`src/rtl/run_controller.sv`:
```
// Run controller: holds a processor in reset, lets it run until it halts or times out,
// and reports run statistics (cycles, retired instructions, final pc).
module run_controller #(
  parameter int unsigned PC_WIDTH     = 10,
  parameter int unsigned CNT_WIDTH    = 16,
  parameter int unsigned RESET_CYCLES = 1,
  parameter int unsigned MAX_CYCLES   = 14,
  parameter logic [31:0] HALT_INSN    = 32'h0000_0073,
  parameter int unsigned STALL_LIMIT  = 4
) (
  input  logic                 clk,
  input  logic                 reset,
  input  logic                 start,
  input  logic [PC_WIDTH-1:0]  pc,
  input  logic [31:0]          insn,
  output logic                 core_reset,
  output logic                 running,
  output logic                 done,
  output logic                 halted,
  output logic                 timeout,
  output logic [CNT_WIDTH-1:0] cycle_count,
  output logic [CNT_WIDTH-1:0] retired_count,
  output logic [PC_WIDTH-1:0]  last_pc
);

  typedef enum logic [1:0] {IDLE, HOLD, RUN, DONE} state_e;

  localparam logic [CNT_WIDTH-1:0] CNT_MAX   = '1;
  localparam logic [CNT_WIDTH-1:0] MAX_CYC   = CNT_WIDTH'(MAX_CYCLES);
  localparam logic [7:0]           HOLD_INIT = 8'(RESET_CYCLES);
  localparam logic [7:0]           STALL_LIM = 8'(STALL_LIMIT);

  // Assertion is asynchronous; release reaches the FSM two clock edges later.
  logic [1:0] rst_sync_q;
  logic [1:0] rst_sync_d;
  logic       rst_n;

  assign rst_sync_d = {rst_sync_q[0], 1'b1};
  assign rst_n      = rst_sync_q[1];

  always_ff @(posedge clk or negedge reset) begin
    if (!reset) rst_sync_q <= '0;
    else        rst_sync_q <= rst_sync_d;
  end

  state_e               state_q, state_d;
  logic [7:0]           hold_q, hold_d;
  logic [7:0]           stall_q, stall_d;
  logic                 first_q, first_d;
  logic [PC_WIDTH-1:0]  prev_pc_q, prev_pc_d;
  logic [CNT_WIDTH-1:0] cycle_q, cycle_d;
  logic [CNT_WIDTH-1:0] retired_q, retired_d;
  logic                 halted_q, halted_d;
  logic                 timeout_q, timeout_d;
  logic [PC_WIDTH-1:0]  last_pc_q, last_pc_d;
  logic                 halt_hit, time_hit;

  always_comb begin
    // NOTE: every variable gets a default first so no path can infer a latch.
    state_d   = state_q;
    hold_d    = hold_q;
    stall_d   = stall_q;
    first_d   = first_q;
    prev_pc_d = prev_pc_q;
    cycle_d   = cycle_q;
    retired_d = retired_q;
    halted_d  = halted_q;
    timeout_d = timeout_q;
    last_pc_d = last_pc_q;
    halt_hit  = 1'b0;
    time_hit  = 1'b0;

    unique case (state_q)
      IDLE, DONE: begin
        if (start) begin
          cycle_d   = '0;
          retired_d = '0;
          halted_d  = 1'b0;
          timeout_d = 1'b0;
          hold_d    = HOLD_INIT;
          state_d   = HOLD;
        end
      end
      HOLD: begin
        if (hold_q <= 8'd1) begin
          first_d = 1'b1;
          stall_d = '0;
          state_d = RUN;
        end else begin
          hold_d = hold_q - 8'd1;
        end
      end
      RUN: begin
        prev_pc_d = pc;
        first_d   = 1'b0;
        if (cycle_q != CNT_MAX) cycle_d = cycle_q + 1'b1;
        // The first RUN cycle has no previous pc, so it neither retires nor stalls.
        if (!first_q) begin
          if (pc != prev_pc_q) begin
            stall_d = '0;
            if (retired_q != CNT_MAX) retired_d = retired_q + 1'b1;
          end else if (stall_q != 8'hFF) begin
            stall_d = stall_q + 8'd1;
          end
        end
        halt_hit = (insn == HALT_INSN) || (stall_d >= STALL_LIM);
        time_hit = (cycle_d >= MAX_CYC);
        if (halt_hit || time_hit) begin
          halted_d  = halt_hit;
          timeout_d = time_hit;
          last_pc_d = pc;
          state_d   = DONE;
        end
      end
      default: state_d = IDLE;
    endcase
  end

  always_ff @(posedge clk or negedge rst_n) begin
    if (!rst_n) begin
      state_q   <= IDLE;
      hold_q    <= '0;
      stall_q   <= '0;
      first_q   <= 1'b0;
      prev_pc_q <= '0;
      cycle_q   <= '0;
      retired_q <= '0;
      halted_q  <= 1'b0;
      timeout_q <= 1'b0;
      last_pc_q <= '0;
    end else begin
      // NOTE: non-blocking assignments so every flop samples pre-edge values.
      state_q   <= state_d;
      hold_q    <= hold_d;
      stall_q   <= stall_d;
      first_q   <= first_d;
      prev_pc_q <= prev_pc_d;
      cycle_q   <= cycle_d;
      retired_q <= retired_d;
      halted_q  <= halted_d;
      timeout_q <= timeout_d;
      last_pc_q <= last_pc_d;
    end
  end

  assign core_reset    = (state_q != RUN);
  assign running       = (state_q == RUN);
  assign done          = (state_q == DONE);
  assign halted        = halted_q;
  assign timeout       = timeout_q;
  assign cycle_count   = cycle_q;
  assign retired_count = retired_q;
  assign last_pc       = last_pc_q;

endmodule
```
`config.mk`:
```
export PLATFORM = sky130hd
export DESIGN_NAME = run_controller
export DESIGN_NICKNAME = d
export VERILOG_FILES = /design/src/rtl/run_controller.sv
export SDC_FILE = /design/constraint.sdc
export NUM_CORES = 1
export LEC_CHECK = 0
export CORE_MARGIN = 2
export CORE_UTILIZATION = 47
export CTS_BUF_LIST = sky130_fd_sc_hd__clkbuf_8
export DETAILED_ROUTE_END_ITERATION = 10
export PLACE_DENSITY_LB_ADDON = 0.3
export SETUP_SLACK_MARGIN = 0.05
export SLEW_MARGIN = 20
export SYNTH_ARGS = -nofsm -noshare
export SYNTH_HDL_FRONTEND = slang
export SYNTH_SLANG_ARGS = --single-unit
```
`constraint.sdc`:
```
create_clock -name clk -period 2.43 [get_ports clk]
set_clock_uncertainty 0.2 [all_clocks]
set_input_delay 0.6075 -clock clk [delete_from_list [all_inputs] [get_ports clk]]
set_output_delay 0.6075 -clock clk [all_outputs]
set_load 0.02 [all_outputs]
```
==> key figures <==
Setup path
  • Worst path depth: 10
  • Worst reg2reg path depth: 10
  • Worst EP required: 2.47 ns
  • Worst EP arrival: 2.91 ns
  • CP top delay family: simple AND/OR/NAND/NOR gates
  • CP Class: reg2reg
  • CP peak stage delay: roughly 0.46 ns
  • Worst setup EP type: flip-flop
  • Critical Path Source Type: flip-flop
  • CP max-delay cell: or3_4
  • Largest fanout on the critical path: 10
  • Cell chain of the critical path: ha_4 -> nand3_2 -> buf_4 -> nor4_2 -> nor4_1 -> a2bb2oi_1 -> or3_4 -> o21ai_4 -> buf_12 -> mux2_2
  • Worst path bufs/invs: 2

Synth
  • Ys Warns: 0
  • Post-synth cell types: just under 60
  • EDFF count, synth: 0
  • Async SR Flop Fraction: 100.0%
  • Synth Flop Type: dfrtp_1
  • Register area share after synthesis: 42.48%
  • Post-Syn Area: 4418 sq um
  • Mapped Avg Cell Area: 9.109 sq um
  • Cells after synthesis: about 490
  • Syn_nets: 539
  • #FFs+latches synth: 75

STA
  • Min Tclk post-route: 2.862 ns
  • Setup TNS: -5.480 ns
  • Slew Limit Fails: 0
  • Setup WS post-layout: -0.4320 ns
  • Final worst-path cycle share: 117.8%
  • RSZ-0062 raised after global routing: yes
  • Highest clock rate: 0.3494 GHz
  • Hold Vio Cnt, Final: 0
  • # setup viols final: 14

Placed design
  • Placed instance area: 6232 sq um
  • Final HPWL DP: 9312 microns
  • Routability cong.: 0.9562
  • Port buffer count: 91

Drt
  • Iteration-0 DRC Markers: around 340
  • DR pass1 iterations: 5
  • Post-route antenna net violation count: 0
  • WL final: 13,750 microns
  • Via count: 4,694
  • Via-to-Cell Ratio: between 5 and 6
  • DR DRC count: 0
  • Wire length per cell: about 17 microns

Power
  • Pwr/cell area: ~760 nW/um^2
  • Maximum VDD drop: 0.5604 mV
  • Leakage: 2.976 nW

Floorplanning
  • Initial Util: 48.04%
  • Boundary pin count: 92
  • Core footprint: between 9000 and 10,000 sq um
  • Die Wd: just over 100 microns
  • Die height: approximately 100 microns
  • Die ar.: 10,190 sq um
  • Row count: 35

Layout
  • Layout area overhead: 53.24%
  • Fraction of layout cells with a size suffix above 1: about a third
  • Reg area: between 1500 and 2000 sq um
  • Ant diodes: 0
  • Final nets: 739
  • Layout fillers: 644
  • Fin area: 6770 sq um
  • Area of the multi-input gates: approximately 2700 sq um

Global route
  • Total GRT Usage: between 20% and 30%
  • First-pass GRT wire length: between 20,000 and 25,000 microns
  • Vias in the first global route: 4,546
  • Initial antenna violation count: 0
  • Largest net degree at the start of global routing: 54
  • Gr ovfl total: 0

CTS
  • H-tree Lvls: 3
  • CTS tree: built
  • Sinks on Clock Net: 75
  • Clk_lat worst skew: 0.36 ns
  • CTS Buffer Depth: 2
  • Clock root buffer: clkbuf_8
  • Worst-path clk slew: 0.09 ns
  • Cts bufs inserted: 9

Worst hold path
  • Worst Hold Class: reg2async

Run status
  • Failing checks: setup timing
  • Status: complete, but fails checks

Job
  • Max cap viols: 0
Yosys cell counts (6+ instances only):
cell	instances	area (sq um)
clkbuf_1	17	63.81
nand3_1	16	80.08
o21ai_0	40	200.2
nor2_1	39	146.4
inv_1	15	56.30
a31oi_1	9	56.30
a21oi_1	27	135.1
dfrtp_1	75	1877
xnor2_1	13	113.9
nand2b_1	7	43.79
ha_1	9	112.6
xor2_1	15	131.4
nor4_1	11	68.82
nand4_1	19	118.9
mux2_2	20	225.2
nand2_1	37	138.9
nor3_1	22	110.1
or3_1	6	37.54
and3_1	9	56.30
final cells by class:
class / instances / area share (%)
multi-input cells: 371 / 39.35
clock inverters: 7 / 0.7947
repair buffers: 213 / 27.17
clock buffers: 9 / 1.830
flip-flops and latches: 75 / 27.98
well taps: 111 / 2.051
inverters: 15 / 0.8316
cells by family (layout without fill, tap and decap cells):
group	Yosys count	in the layout	share of synthesized area, %
other cells	1	1	0.08488
buf+inv	39	244	3.512
flops	75	75	42.48
compound gates	113	113	16.06
simple gates	197	197	23.99
fa+ha+maj	9	9	2.549
mux	23	23	5.778
xor+xnor	28	28	5.551
stage by stage:
step	worst slack [ns]	cells	util, %	power [mW]	hold slack, ns
2_1_floorplan	-0.4992	485	-	2.950	0.1119
3_3_place_gp	-0.6314	768	67.77	3.803	0.03170
3_5_place_dp	-0.7055	768	67.77	3.870	0.03897
4_1_cts	-0.4010	793	71.25	4.845	0.03547
5_1_grt	-0.5494	801	73.62	5.450	0.05878
6_report	-0.4320	801	73.62	5.147	0.02386
registers in the layout, indices dropped and copies added (netlist names):
signal / flops
state_q: 2
timeout: 1
first_q: 1
hold_q: 8
last_pc: 10
cycle_count: 16
prev_pc_q: 10
halted: 1
rst_sync_q: 2
retired_count: 16
stall_q: 8
metal layers:
| metal | GRT usage, % | wire length (microns) | vias to the layer above |
|---|---|---|---|
| met3 | 6.241 | 761 | 35 |
| met5 | 0 | 0 | - |
| met4 | 7.173 | 283 | 0 |
| met2 | 43.49 | 6763 | 189 |
| met1 | 35.79 | 5938 | 2287 |
| li1 | - | - | 2183 |
path summary, 6_finish.rpt:
| check | from | to | slack [ns] |
|---|---|---|---|
| setup / recovery | cycle_count[0] | last_pc[6] | -0.43 |
| hold / removal | rst_sync_q[1] | prev_pc_q[6] | 0.02 |
| setup reg to reg | cycle_count[0] | last_pc[6] | -0.43 |
| hold reg to reg | rst_sync_q[1] | prev_pc_q[6] | 0.02 |
| max in group asynchronous | rst_sync_q[1] | cycle_count[11] | 1.32 |
| min in group clk | rst_sync_q[0] | rst_sync_q[1] | 0.16 |
where the power goes:
group / switching [mW] / leakage, nW / internal (mW)
sequential: 0.231 / 0.978 / 1.49
clock: 0.518 / 0.0876 / 0.378
combinational: 1.32 / 1.91 / 1.21
total: 2.07 / 2.98 / 3.08
cells in the final DEF (no fill, tap or decap), types with 14 or more instances in the layout:
cell | synthesis | routed
buf_4 | 0 | 115
nor2_1 | 39 | 37
o21ai_0 | 40 | 34
clkdlybuf4s50_1 | 0 | 71
inv_1 | 15 | 15
nand4_1 | 19 | 19
nand2_1 | 37 | 35
dfrtp_2 | 0 | 14
nand3_1 | 16 | 14
nor3_1 | 22 | 17
a21oi_1 | 27 | 24
dfrtp_1 | 75 | 61
mux2_2 | 20 | 17
repair_timing:
| action | 4_1_cts | 5_1_grt |
|---|---|---|
| endpoints found under the setup margin | 38 | 51 |
| hold endpoints to repair | 0 | 0 |
| resized for setup | 39 | 59 |
| buffers inserted | 7 | 8 |
| pin swaps | 17 | 33 |
| hold buffers | 0 | 0 |
| gates cloned | 2 | 0 |
No activity file was read; power rests on OpenSTA's default activity.
